$ cat config.mk
export PLATFORM = sky130hd
export DESIGN_NAME = bus_ctrl_flat
export DESIGN_NICKNAME = d
export VERILOG_FILES = /design/src/rtl/bus_ctrl_if.sv /design/src/rtl/bus_ctrl.sv /design/src/flat_wrapper.sv
export SDC_FILE = /design/constraint.sdc
export NUM_CORES = 1
export LEC_CHECK = 0
export CAP_MARGIN = 30
export CORE_MARGIN = 2
export CORE_UTILIZATION = 25
export CTS_CLUSTER_DIAMETER = 120
export DETAILED_ROUTE_END_ITERATION = 6
export GPL_ROUTABILITY_DRIVEN = 0
export PLACE_DENSITY = 0.51
export SLEW_MARGIN = 20
export SYNTH_ARGS = -nofsm -noshare
export SYNTH_HDL_FRONTEND = slang
export SYNTH_SLANG_ARGS = --single-unit
$ cat constraint.sdc
create_clock -name clk -period 2.3 [get_ports clk]
set_input_delay 0.46 -clock clk [delete_from_list [all_inputs] [get_ports clk]]
set_output_delay 0.46 -clock clk [all_outputs]
set_load 0.01 [all_outputs]
$ cat src/rtl/bus_ctrl_if.sv
// CPU-side and memory-side signal bundle for bus_ctrl.
// The controller uses the slave modport. The master modport is the CPU/memory side.
interface bus_ctrl_if #(
  parameter int ADDR_W = 8,
  parameter int DATA_W = 8
);
  logic              req;
  logic              we;
  logic [ADDR_W-1:0] addr;
  logic [DATA_W-1:0] wdata;
  logic              busy;
  logic              ack;
  logic              err;
  logic [DATA_W-1:0] rdata;
  logic [ADDR_W-1:0] mem_addr;
  logic              mem_rd_n;
  logic              mem_wr_n;
  logic              buf_en;
  logic [DATA_W-1:0] buf_wdata;
  logic [DATA_W-1:0] buf_rdata;
  logic              mem_rdy;

  modport slave (
    input  req, we, addr, wdata, buf_rdata, mem_rdy,
    output busy, ack, err, rdata, mem_addr, mem_rd_n, mem_wr_n, buf_en, buf_wdata
  );

  modport master (
    output req, we, addr, wdata, buf_rdata, mem_rdy,
    input  busy, ack, err, rdata, mem_addr, mem_rd_n, mem_wr_n, buf_en, buf_wdata
  );
endinterface

$ cat src/rtl/bus_ctrl.sv
// Four-state external memory bus controller (IDLE/SETUP/ACCESS/DONE).
// Optional access timeout enabled with macro BUS_CTRL_TIMEOUT_EN.
module bus_ctrl #(
  parameter int ADDR_W  = 8,
  parameter int DATA_W  = 8,
  parameter int TIMEOUT = 15
) (
  input  logic        clk,
  input  logic        rst_n,
  bus_ctrl_if.slave   bus
);

  typedef enum logic [1:0] {IDLE, SETUP, ACCESS, DONE} state_t;

  state_t            r_state;
  state_t            w_nextState;
  logic              r_we;
  logic [ADDR_W-1:0] r_memAddr;
  logic [DATA_W-1:0] r_bufWdata;
  logic [DATA_W-1:0] r_rdata;
  logic              w_capture;
  logic              w_rdN;
  logic              w_wrN;
  logic              w_bufEn;
  logic              w_ack;
  logic              w_busy;
  logic              w_timeout;

  always_ff @(posedge clk or negedge rst_n) begin
    if (!rst_n) r_state <= IDLE;
    else        r_state <= w_nextState;
  end

  always_comb begin
    w_nextState = r_state;
    w_capture   = 1'b0;
    w_rdN       = 1'b1;
    w_wrN       = 1'b1;
    w_bufEn     = 1'b0;
    w_ack       = 1'b0;
    w_busy      = 1'b1;
    case (r_state)
      IDLE: begin
        w_busy = 1'b0;
        if (bus.req) begin
          w_capture   = 1'b1;
          w_nextState = SETUP;
        end
      end
      SETUP: begin
        w_bufEn     = r_we;
        w_nextState = ACCESS;
      end
      ACCESS: begin
        w_bufEn = r_we;
        w_rdN   = r_we;
        w_wrN   = ~r_we;
        if (bus.mem_rdy || w_timeout) w_nextState = DONE;
      end
      DONE: begin
        w_ack       = 1'b1;
        w_nextState = IDLE;
      end
      default: w_nextState = IDLE;
    endcase
  end

  // rdata only moves on a completed read; writes and aborts leave it alone.
  always_ff @(posedge clk or negedge rst_n) begin
    if (!rst_n) begin
      r_we       <= 1'b0;
      r_memAddr  <= '0;
      r_bufWdata <= '0;
      r_rdata    <= '0;
    end else begin
      if (w_capture) begin
        r_we       <= bus.we;
        r_memAddr  <= bus.addr;
        r_bufWdata <= bus.wdata;
      end
      if (r_state == ACCESS && bus.mem_rdy && !r_we) r_rdata <= bus.buf_rdata;
    end
  end

`ifdef BUS_CTRL_TIMEOUT_EN
  localparam int CNT_W = $clog2(TIMEOUT + 1);

  logic [CNT_W-1:0] r_cnt;
  logic             r_err;
  logic             w_abort;

  assign w_timeout = (r_cnt == CNT_W'(TIMEOUT - 1));
  assign w_abort   = (r_state == ACCESS) && !bus.mem_rdy && w_timeout;

  // Counter is zero in the first ACCESS cycle; err is high only in the DONE after an abort.
  always_ff @(posedge clk or negedge rst_n) begin
    if (!rst_n) begin
      r_cnt <= '0;
      r_err <= 1'b0;
    end else begin
      r_cnt <= (r_state == ACCESS) ? r_cnt + CNT_W'(1) : '0;
      r_err <= w_abort;
    end
  end

  assign bus.err = r_err;
`else
  logic w_unused;

  assign w_timeout = 1'b0;
  assign w_unused  = ^TIMEOUT;
  assign bus.err   = 1'b0;
`endif

  assign bus.busy      = w_busy;
  assign bus.ack       = w_ack;
  assign bus.mem_rd_n  = w_rdN;
  assign bus.mem_wr_n  = w_wrN;
  assign bus.buf_en    = w_bufEn;
  assign bus.mem_addr  = r_memAddr;
  assign bus.buf_wdata = r_bufWdata;
  assign bus.rdata     = r_rdata;

endmodule

$ cat src/flat_wrapper.sv
// flat-port wrapper written by rule: the top's interface ports become plain ports
module bus_ctrl_flat 
#(
  parameter int ADDR_W  = 8,
  parameter int DATA_W  = 8,
  parameter int TIMEOUT = 15
)
  (clk, rst_n, bus_req, bus_we, bus_addr, bus_wdata, bus_buf_rdata, bus_mem_rdy, bus_busy, bus_ack, bus_err, bus_rdata, bus_mem_addr, bus_mem_rd_n, bus_mem_wr_n, bus_buf_en, bus_buf_wdata);
  bus_ctrl_if #(.ADDR_W(ADDR_W), .DATA_W(DATA_W)) bus_i ();
  input  logic clk;
  input  logic rst_n;
  input wire logic [$bits(bus_i.req)-1:0] bus_req;
  input wire logic [$bits(bus_i.we)-1:0] bus_we;
  input wire logic [$bits(bus_i.addr)-1:0] bus_addr;
  input wire logic [$bits(bus_i.wdata)-1:0] bus_wdata;
  input wire logic [$bits(bus_i.buf_rdata)-1:0] bus_buf_rdata;
  input wire logic [$bits(bus_i.mem_rdy)-1:0] bus_mem_rdy;
  output wire logic [$bits(bus_i.busy)-1:0] bus_busy;
  output wire logic [$bits(bus_i.ack)-1:0] bus_ack;
  output wire logic [$bits(bus_i.err)-1:0] bus_err;
  output wire logic [$bits(bus_i.rdata)-1:0] bus_rdata;
  output wire logic [$bits(bus_i.mem_addr)-1:0] bus_mem_addr;
  output wire logic [$bits(bus_i.mem_rd_n)-1:0] bus_mem_rd_n;
  output wire logic [$bits(bus_i.mem_wr_n)-1:0] bus_mem_wr_n;
  output wire logic [$bits(bus_i.buf_en)-1:0] bus_buf_en;
  output wire logic [$bits(bus_i.buf_wdata)-1:0] bus_buf_wdata;
  assign bus_i.req = bus_req;
  assign bus_i.we = bus_we;
  assign bus_i.addr = bus_addr;
  assign bus_i.wdata = bus_wdata;
  assign bus_i.buf_rdata = bus_buf_rdata;
  assign bus_i.mem_rdy = bus_mem_rdy;
  assign bus_busy = bus_i.busy;
  assign bus_ack = bus_i.ack;
  assign bus_err = bus_i.err;
  assign bus_rdata = bus_i.rdata;
  assign bus_mem_addr = bus_i.mem_addr;
  assign bus_mem_rd_n = bus_i.mem_rd_n;
  assign bus_mem_wr_n = bus_i.mem_wr_n;
  assign bus_buf_en = bus_i.buf_en;
  assign bus_buf_wdata = bus_i.buf_wdata;
  bus_ctrl #(.ADDR_W(ADDR_W), .DATA_W(DATA_W), .TIMEOUT(TIMEOUT)) u_core (.clk(clk), .rst_n(rst_n), .bus(bus_i));
endmodule
==> summary.md, run 1 <==
During synthesis, Yosys emitted a total of 0 warnings. The sequential cell fraction of total power was 0.361; the number of violations reported at the end of detailed-routing iteration 0 was 2. The minimum setup slack after placement came out at 0.4282 ns. sky130_fd_sc_hd__dfrtp_1 is the most common cell in the netlist. The fill cell instance count of the final layout was 422. The run gives 3.995 mm as the first-pass GRT wire length.

The logs give 876 for the via count of the first global-routing pass and 24 for the number of cell rows. The number of nets produced by synthesis was 103; the internal power contribution was 0.001665 W. STA puts the critical path data arrival time at 1.67 ns. The number of enable-type register cells in the synthesized netlist was 0; the total DRC errors in the routed layout was 0.

The run gives 0.03704 as the global-route met3 utilization. The number of hold violations in the final report was 0; the count of TritonRoute iterations in the first routing pass was 2. The via count was 770; the proportion of synthesized chip area in sequential cells was 0.6020. The total buffers and inverters traversed by the critical path was 2.

The repair_antennas step left the layout with diodes totalling 0. The share of the synthesized area in the top cell type was 0.6020. In the routed layout, each cell is associated on average with a via count of 4.185. The die span in x was 71 um. The number of H-tree levels was 1. After synthesis, the most frequently instantiated cells are 27 x sky130_fd_sc_hd__dfrtp_1, 18 x sky130_fd_sc_hd__mux2_2, 8 x sky130_fd_sc_hd__mux2_4. Power comes to 0.002370 W. Setup violations remaining at the end of the flow were counted as 0.

Clock transition at the register clock pins on the worst setup and hold paths after CTS: 0.10 ns. Layer carrying the most global-route usage: met2. The count of nets left with antenna violations once routing finished came out at 0. In this run the tool buffered the top-level ports with 57 buffer cells. The number of different library cells used by synthesis comes to 15. The clock tree root driver cell was sky130_fd_sc_hd__clkbuf_8. On the critical path the largest part of the delay comes from buffers and inverters.

The routed wire length was 2.419 mm; the die area was 5041 um^2. Setup slack on the critical path of the routed design comes to 0.1669 ns. During I/O placement, the number of pins put on the boundary was 59. The register bit count reported by yosys came out at 27.

The logs give 0.1012 for the overall global routing resource usage and 1.84 ns for the required time of the critical path. The switching power share of the total works out to 0.2973. The path category of the worst min-delay check is reg2reg.

Setup repair after global routing left no endpoint under its margin. The tools report the post-layout instance count excluding filler cells as 184. The synthesized design spends more area on one cell type than any other, namely sky130_fd_sc_hd__dfrtp_1. Power spread over the standard cell area amounts to 1312 nW/um^2.

The biggest fanout along the worst timing path was 3. The tool flagged a number of max-cap violations equal to 0. The final worst-path cycle share came out at 0.9274. The tools report the number of nets in the layout as 165. The most frequently used flop master after synthesis was sky130_fd_sc_hd__dfrtp_1.

In the final timing run, aggregate negative setup slack is 0 ns. The number of buffers on the longest clock path is 2. Clock skew on the completed layout was measured at 0.008150 ns.

The post-CTS setup repair buffer count was 0. The flow ran to the end, and the final reports show no timing, DRC or antenna violations. For this run the aggregate overflow at the end of global routing stands at 0. The region available for standard cell placement spans 4354 um^2. The logs give 1122 um^2 for the area of the mapped netlist and 28 for the maximum number of pins on one net before global-route repair. Registers take 675.6 um^2. The run gives 0.28 ns as the clock insertion delay at the later pin of the skew report. The cell type of the slowest stage on the worst timing path was sky130_fd_sc_hd__clkdlybuf4s50_1. After clock tree synthesis, the flow added hold-fix buffers numbering 0. Sorting the synthesized cells by area gives the leading types as sky130_fd_sc_hd__dfrtp_1 60%, sky130_fd_sc_hd__mux2_2 18%, sky130_fd_sc_hd__mux2_4 11%, sky130_fd_sc_hd__ha_1 3.3%, sky130_fd_sc_hd__inv_1 1.3%. Detailed placement finished with a half-perimeter wire length of 1.901 mm. TritonCTS built the clock tree.

The tools report the portion of total power attributed to combinational logic as 0.520. The clock network fraction of total power is 0.119. Kind of start point of the critical path: a flop. The run gives 3 as the total clock buffers created by CTS. After detailed placement, the total cell area comes to 1757 um^2. The number of gates resized after CTS was 0. After routing the design area is 1807 um^2. The average wire per standard cell came out at 13.15 um.

In this design, the stage delay of the slowest critical-path cell is 0.53 ns. The final max-slew violation count was 0; the post-synthesis to final-layout area growth was 60.98%. The number of placed instances, taps included is 180.

The run gives 0.2578 as the initial cell density of the core. The logs give 0.1776 for the routing usage on met2 and 0 for the number of antenna violations at the first check in global routing. The met1 track utilization from global routing came out at 0.1226.

The post-synthesis area per instance was 15.81 um^2; the total number of clock tree sinks was 27. Traced cell by cell, the critical path runs through inv_1, ha_1, and2_1, clkdlybuf4s50_1. The classification of the worst setup path is reg2out. Derived from the worst setup path, the maximum achievable clock frequency is 0.4688 GHz. The tools report the capturing element type of the critical path as a primary output. For the leakage component of the power, the log shows 0.7934 nW. The post-synthesis async set-or-reset flop share was 1.000; the final critical path time including I/O delays and setup was 2.133 ns. The multi-input combinational cells in the finished layout cover a total of 407.9 um^2. The worst-case IR drop observed on VDD is 0.4724 mV. The net switching power was 0.0007044 W; the height of the die was 71 um.

For the synthesized instance count, the log shows 71. Share of cells above drive strength 1: 0.2500.
power by group through the flow:
stage               sequential (W)  combinational, W  clock, W
floorplan                 0.000953          0.000497         0
global placement          0.000860           0.00124         0
detailed placement        0.000868           0.00125         0
CTS                       0.000859           0.00126  0.000304
global route              0.000891           0.00132  0.000318
finish                    0.000856           0.00123  0.000283
registers in the layout, summed over array words and instances (netlist names):
signal and flops:
u_core.bus.rdata 8, u_core.r_we 1, u_core.bus.mem_addr 8, u_core.bus.buf_wdata 8, u_core.r_state 2
per-stage QoR:
step           hold slack (ns)  utilization
6_report                0.5124       0.4149
5_1_grt                 0.5343       0.4149
4_1_cts                 0.5201       0.4149
3_5_place_dp            0.4938       0.4034
3_3_place_gp            0.4883       0.4034
2_1_floorplan           0.1644            -
kinds of logic after synthesis:
| group | Yosys count | share of synthesized area |
|---|---|---|
| flops | 27 | 0.6020 |
| buf+inv | 7 | 0.03455 |
| mux | 26 | 0.2876 |
| simple gates | 5 | 0.02342 |
| compound gates | 2 | 0.01561 |
| fa+ha+maj | 3 | 0.03345 |
| other cells | 1 | 0.003341 |
path summary, 6_finish.rpt:
kind / start / endpoint / cells after the start / slack, ns
worst max-delay path: u_core.r_state[0] / bus_buf_en / 4 / 0.17
worst min-delay path: u_core.bus.buf_wdata[1] / u_core.bus.buf_wdata[1] / 1 / 0.51
worst max register to register: u_core.r_state[0] / u_core.bus.rdata[3] / 5 / 0.62
worst min register to register: u_core.bus.buf_wdata[1] / u_core.bus.buf_wdata[1] / 1 / 0.51
max in group asynchronous: rst_n / u_core.bus.mem_addr[4] / 2 / 1.48
min in group asynchronous: rst_n / u_core.bus.mem_addr[3] / 2 / 0.56
worst register-to-register path, cell delays in order, from the launching register on:
cell and delay, ns:
sky130_fd_sc_hd__dfrtp_1 0.41, sky130_fd_sc_hd__inv_1 0.09, sky130_fd_sc_hd__ha_1 0.21, sky130_fd_sc_hd__nand2b_1 0.09, sky130_fd_sc_hd__or2_1 0.40, sky130_fd_sc_hd__mux2_4 0.37
area by class of cell:
cell class | count | share of cell area
flip-flops and latches | 27 | 0.3740
repair buffers | 60 | 0.3283
multi-input cells | 37 | 0.2258
well taps | 52 | 0.03601
clock buffers | 3 | 0.02285
inverters | 4 | 0.008310
clock inverters | 1 | 0.004848
layout by cell type (no fill, tap or decap):
cell type / count
sky130_fd_sc_hd__nand2b_1: 1
sky130_fd_sc_hd__a2bb2oi_1: 1
sky130_fd_sc_hd__dfrtp_1: 27
sky130_fd_sc_hd__nand2_1: 2
sky130_fd_sc_hd__inv_6: 1
sky130_fd_sc_hd__clkdlybuf4s50_1: 57
sky130_fd_sc_hd__and2_1: 1
sky130_fd_sc_hd__clkbuf_8: 3
sky130_fd_sc_hd__o22a_1: 1
sky130_fd_sc_hd__inv_1: 4
sky130_fd_sc_hd__conb_1: 1
sky130_fd_sc_hd__mux2_2: 18
sky130_fd_sc_hd__or2_1: 1
sky130_fd_sc_hd__buf_4: 3
sky130_fd_sc_hd__mux2_4: 8
sky130_fd_sc_hd__ha_1: 3
per-layer routing:
| layer | vias up | routed length, um |
|---|---|---|
| li1 | 360 | - |
| met1 | 370 | 1059 |
| met2 | 38 | 1184 |
| met3 | 2 | 172 |
| met4 | 0 | 2 |
| met5 | - | 0 |
Note: power is estimated with default switching activity, not from simulation.
==> run 2, diff against run 1 <==
- PLACE_DENSITY: 0.51 -> 0.57
==> summary.md, run 2 (synthesis gave the netlist of run 1 again) <==
The flow ran to the end, and the final reports show no timing, DRC or antenna violations. Path category of the worst min-delay check: reg2reg. The share of cells above drive strength 1 is 0.2500, and the maximum number of pins on one net before global-route repair is 28. The library cells used most frequently in the layout, excluding fill and tap cells, are 57 x sky130_fd_sc_hd__clkdlybuf4s50_1, 27 x sky130_fd_sc_hd__dfrtp_1, 18 x sky130_fd_sc_hd__mux2_2. After detailed routing, the number of remaining DRC violations is 0. For the number of nets in the layout, the log shows 165. The first global-routing pass estimated 4.057 mm of wire. The placed instances occupy a cell area of 1757 um^2. The logs give 24 for the number of cell rows and 0 for the remaining global-route overflow. Setup repair after global routing left no endpoint under its margin. The average wire per standard cell is 13.29 um, and the arrival time of the worst setup path is 1.68 ns. Summing all non-filler instances in the final layout gives an area of 1803 um^2. Counting I/O delays and the setup requirement, the final critical path takes 2.143 ns. Classification of the worst setup path: reg2out. The floorplan step defined a die boundary enclosing 5041 um^2. The internal power of the cells totals 0.001661 W. Portion of total power attributed to combinational logic: 0.527. Max-cap violations in this run came to 0.

The sequential cell fraction of total power is 0.362. In this run the static leakage power is 0.7928 nW. The clock transition at the register clock pins on the worst setup and hold paths after CTS was 0.09 ns; the I/O pin count was 59. Summed over all failing endpoints, the final setup total negative slack is 0 ns. The tools report the startpoint of the lowest-slack hold path as u_core.bus.mem_addr[2].

The tools report the kind of start point of the critical path as a flop. The run gives 0 as the final max-slew violation count. The count of buffers added on input and output ports is 57. The tools report the capturing element type of the critical path as a primary output. For the worst-skew pair, the clock arrives at the later sink with an insertion delay of 0.27 ns. IR analysis of the VDD net gives a maximum drop of 0.4593 mV.

The post-cts repair resize count was 0; the required time of the critical path was 1.84 ns. Detailed placement finished with a half-perimeter wire length of 1.905 mm. The number of diodes added for antenna fixing came out at 0. In this run, placement finished with an instance count of 180. The run gives 801 as the via count of the first global-routing pass. From synthesis to final layout, the design area changed by 60.65%.

Based on the critical path, the design can be clocked at up to 0.4666 GHz. For this design, the CTS-stage hold fixing added 0 buffers. After clock tree synthesis, the setup repair step added 0 buffers.

Following the worst setup path forward leads to its endpoint at bus_buf_en. The overall global routing resource usage came out at 0.1021. The clock tree root driver cell was sky130_fd_sc_hd__clkbuf_8. The tools report the number of hold violations in the final report as 0.

Summed over all nets, the switching power comes to 0.0007044 W. The count of TritonRoute iterations in the first routing pass was 2; the number of antenna violations at the first check in global routing was 0. The per-cell via count in the routed design was 4.217. The logs give 1 for the number of H-tree levels and 0.2578 for the initial cell density of the core. The worst register-to-register path begins at u_core.r_state[0]. The library cell used most frequently in the layout, excluding fill and tap cells, is sky130_fd_sc_hd__clkdlybuf4s50_1.

TritonCTS built the clock tree. The final setup violation count is 0, and the final worst-path cycle share is 0.9318. Total power for the finished layout comes to 0.002365 W. The clock network fraction of total power was 0.112; the cell depth of the worst flop-to-flop path was 5.

Clock tree synthesis found a total of 27 sinks. The endpoint identified for the worst register-to-register timing path is u_core.bus.rdata[0]. The biggest fanout along the worst timing path works out to 4. Across all register-to-register paths, the minimum setup slack is 0.61 ns.

The switching power share of the total came out at 0.2978. In this run the vertical extent of the chip is 71 um. The via count was 776; the post-layout instance count excluding filler cells was 184. The number of buffers on the longest clock path was 2; the total clock buffers created by CTS was 3.

From left edge to right edge, the die measures 71 um. The routed wire length came out at 2.445 mm. Ratio of total power to cell area: 1312 nW/um^2. Between clock sinks in the finished design, the worst skew comes to 0.002314 ns. Number of violations reported at the end of detailed-routing iteration 0: 31.

The floorplan step defined a core boundary enclosing 4354 um^2. In this run the worst setup path begins at u_core.r_state[1]. The count of nets left with antenna violations once routing finished came out at 0.
## run 2: area by class of cell
| type | instances | area, um^2 |
|---|---|---|
| inverter | 4 | 15.01 |
| multi-input combinational | 37 | 407.9 |
| sequential | 27 | 675.6 |
| clock buffer | 3 | 41.29 |
| clock inverter | 1 | 5.005 |
| fill | 399 | 2551 |
| tap | 52 | 65.06 |
| timing repair buffer | 60 | 593.1 |
## run 2: worst min-delay path by stage
stage	endpoint	slack, ns	cells past startpoint
CTS	u_core.bus.mem_addr[2]	0.52	1
floorplan	u_core.bus.buf_wdata[0]	0.16	0
global route	u_core.bus.mem_addr[2]	0.53	1
detailed placement	u_core.bus.rdata[4]	0.49	1
global placement	u_core.bus.buf_wdata[2]	0.49	1
finish	u_core.bus.mem_addr[2]	0.51	1
## run 2: metal layers
layer	GRT usage	wire length, um
met5	0	0
met3	0.04416	199
met2	0.1661	1175
met1	0.1279	1053
met4	0.01887	15
## run 2: power by group through the flow
stage | combinational, W | sequential, W | clock, W
after floorplan | 0.000497 | 0.000953 | 0
after global placement | 0.00123 | 0.000855 | 0
after detailed placement | 0.00126 | 0.000868 | 0
after CTS | 0.00127 | 0.000858 | 0.000281
after global routing | 0.00134 | 0.000891 | 0.000301
final | 0.00125 | 0.000855 | 0.000264
## run 2: worst max-delay path, cell delays in order, from the launching register on
cell and delay, ns:
sky130_fd_sc_hd__dfrtp_1 0.40, sky130_fd_sc_hd__inv_1 0.07, sky130_fd_sc_hd__ha_1 0.29, sky130_fd_sc_hd__and2_1 0.13
sky130_fd_sc_hd__clkdlybuf4s50_1 0.53
## run 2: per-stage QoR
step | setup WS [ns] | utilization | hold WS, ns
2_1_floorplan | 0.7674 | - | 0.1644
3_3_place_gp | 0.4572 | 0.4034 | 0.4888
3_5_place_dp | 0.4260 | 0.4034 | 0.4926
4_1_cts | 0.1357 | 0.4141 | 0.5153
5_1_grt | 0.06226 | 0.4141 | 0.5336
6_report | 0.1568 | 0.4141 | 0.5099
==> run 3, diff against run 2 <==
- GPL_TIMING_DRIVEN: unset -> 0
- PLACE_DENSITY: 0.57 -> 0.59
- clock period: 2.3 -> 1.75 ns (I/O delays scaled with it)
==> summary.md, run 3 (synthesis gave the netlist of run 1 again) <==
The classification of the worst setup path is reg2out. The capturing element type of the critical path was a primary output. The tools report the via count of the first global-routing pass as 849. Max-cap violations in this run came to 0.

The library cells used most frequently in the layout, excluding fill and tap cells, are 51 x sky130_fd_sc_hd__clkdlybuf4s50_1, 27 x sky130_fd_sc_hd__dfrtp_1, 18 x sky130_fd_sc_hd__mux2_2. The post-synthesis to final-layout area growth came out at 60.31%. The number of antenna violations at the first check in global routing is 0, and the final setup violation count is 0. In the final routed layout, each cell accounts on average for 13.41 um.

For the total placed instance area, the log shows 1753 um^2. At the pin with the least slew margin, the transition time is 0.6209 ns. The run gives 5041 um^2 as the die area.

TritonCTS built the clock tree. The worst slew margin relative to its limit is 0.5860, and the arrival time of the worst setup path is 1.30 ns. The required time of the critical path came out at 1.40 ns.

In this run the standard cell core region covers 4354 um^2. The finished cells cover 1799 um^2. Cell type of the slowest stage on the worst timing path: sky130_fd_sc_hd__dfrtp_1. The leakage component of the power was 0.8068 nW; the share of cells above drive strength 1 was 0.2985. Clock insertion delay at the later pin of the skew report: 0.27 ns. Global routing finished with a remaining overflow of 0. The run gives 0.4132 as the final core area utilization. The min-delay analysis places its worst path in the category in2async. The run gives 167 as the number of nets in the layout. Setup repair after global routing left no endpoint under its margin. Wires add up to 2.495 mm. The die span in x was 71 um. Most used cell along the critical path: sky130_fd_sc_hd__inv_1. The largest stage delay on the critical path was 0.39 ns; the fill cell instance count of the final layout was 404. The clock period could shrink to 1.650 ns.

After detailed routing, the number of remaining DRC violations is 0. The tools report the clock tree skew after final layout as 0.003912 ns. The logs give 3 for the total clock buffers created by CTS and 0 for the number of routed nets with antenna violations. The startpoint identified for the worst register-to-register timing path is u_core.r_state[0]. Across the VDD grid, the largest voltage drop is 0.6198 mV. The first-pass GRT wire length is 4.043 mm, and the cell depth of the worst flop-to-flop path is 5.

The cell sitting at the root of the clock tree is a sky130_fd_sc_hd__clkbuf_8. For the number of cell rows, the log shows 24. For this design, the sink count on the clock tree is 27.

The beginning of the critical path was u_core.r_state[0]. The library cell used most frequently in the layout, excluding fill and tap cells, is sky130_fd_sc_hd__clkdlybuf4s50_1. The flow ran to the end, and the final reports show no timing, DRC or antenna violations.

The maximum number of pins on one net before global-route repair is 28. The number of hold-repair buffers added at the cts stage was 0. The ratio of total power to cell area is 1712 nW/um^2.

Along the worst path, the maximum fanout reaches 3. The final worst-path cycle share is 0.9429, and the number of diodes added for antenna fixing is 0. The signal on the critical path passes through inv_1, ha_1, inv_1, dlygate4sd2_1.

The detailed router placed 779 vias in this run. The number of H-tree levels is 1. The per-cell via count in the routed design works out to 4.188. The number of hold violations in the final report came out at 0.

Derived from the worst setup path, the maximum achievable clock frequency is 0.6060 GHz. STA classifies the critical path startpoint as a flop. The number of buffers and inverters on the critical path is 3. Across all register-to-register paths, the minimum setup slack is 0.16 ns. The number of I/O port buffers is 57, and the number of violations reported at the end of detailed-routing iteration 0 is 5. The logs give 0.2578 for the initial cell density of the core and 59 for the I/O pin count. Endpoint of the worst-slack reg-to-reg timing path: u_core.bus.mem_addr[5]. For this run, the detailed router's first-pass iteration total came to 2. The total negative slack is 0 ns, and the clock transition at the register clock pins on the worst setup and hold paths after CTS is 0.09 ns. The logs give 0.1016 for the overall global routing resource usage and 2 for the number of buffers on the longest clock path. In this design, the largest share of critical-path delay is due to buffers and inverters. The height of the die came out at 71 um. Final max-slew violation count: 0.
[run 3: repair_timing]
item,CTS,global route
endpoints found under the setup margin,14,3
gates resized for setup,8,4
buffers inserted,2,0
[run 3: through the flow]
step	setup WS [ns]	hold WS, ns	total power, W	instances
floorplan	0.2174	0.05441	0.001906	71
global placement	-0.1525	0.4887	0.002744	180
detailed placement	-0.1958	0.4178	0.002784	180
CTS	0.0007462	0.1070	0.003158	186
global route	0.01011	0.1281	0.003308	186
finish	0.09988	0.08263	0.003081	186
[run 3: layout make-up]
cell class	instances	area [um^2]	area share
timing repair buffer	59	563.0	0.3129
inverter	4	15.01	0.008345
tap	52	65.06	0.03616
clock inverter	1	5.005	0.002782
buffer	3	23.77	0.01321
multi-input combinational	37	410.4	0.2281
sequential	27	675.6	0.3755
clock buffer	3	41.29	0.02295
[run 3: report_power, final]
| part | switching, W | internal (W) |
|---|---|---|
| logic | 0.000573 | 0.00105 |
| clock network | 0.000192 | 0.000159 |
| registers | 0.000164 | 0.000947 |
| total | 0.000928 | 0.00215 |
[run 3: worst register-to-register path: cells and delay by family, from the launching register on]
family / cells / cell delay, ns
adder cells (fa/ha/maj): 1 / 0.24
multiplexers: 1 / 0.37
AND/OR/NAND/NOR: 1 / 0.18
flip-flops: 1 / 0.36
buffers and inverters: 2 / 0.34
[run 3: layer usage]
| metal | GRT usage | up-vias | wire, um | part of all wire |
|---|---|---|---|---|
| met4 | 0.03774 | 0 | 30 | 0.012 |
| met2 | 0.1630 | 48 | 1130 | 0.45 |
| met5 | 0 | - | 0 | 0 |
| met1 | 0.1212 | 364 | 1065 | 0.43 |
| li1 | - | 363 | - | - |
| met3 | 0.04416 | 4 | 268 | 0.11 |
[run 3: worst max-delay path by stage]
stage                             end  slack [ns]  cells after the start
2_1_floorplan     u_core.bus.rdata[0]        0.22                      6
3_3_place_gp   u_core.bus.mem_addr[4]       -0.15                      4
3_5_place_dp   u_core.bus.mem_addr[5]       -0.20                      4
4_1_cts                    bus_buf_en      0.0007                      4
5_1_grt                      bus_busy        0.01                      4
6_report                     bus_busy         0.1                      4
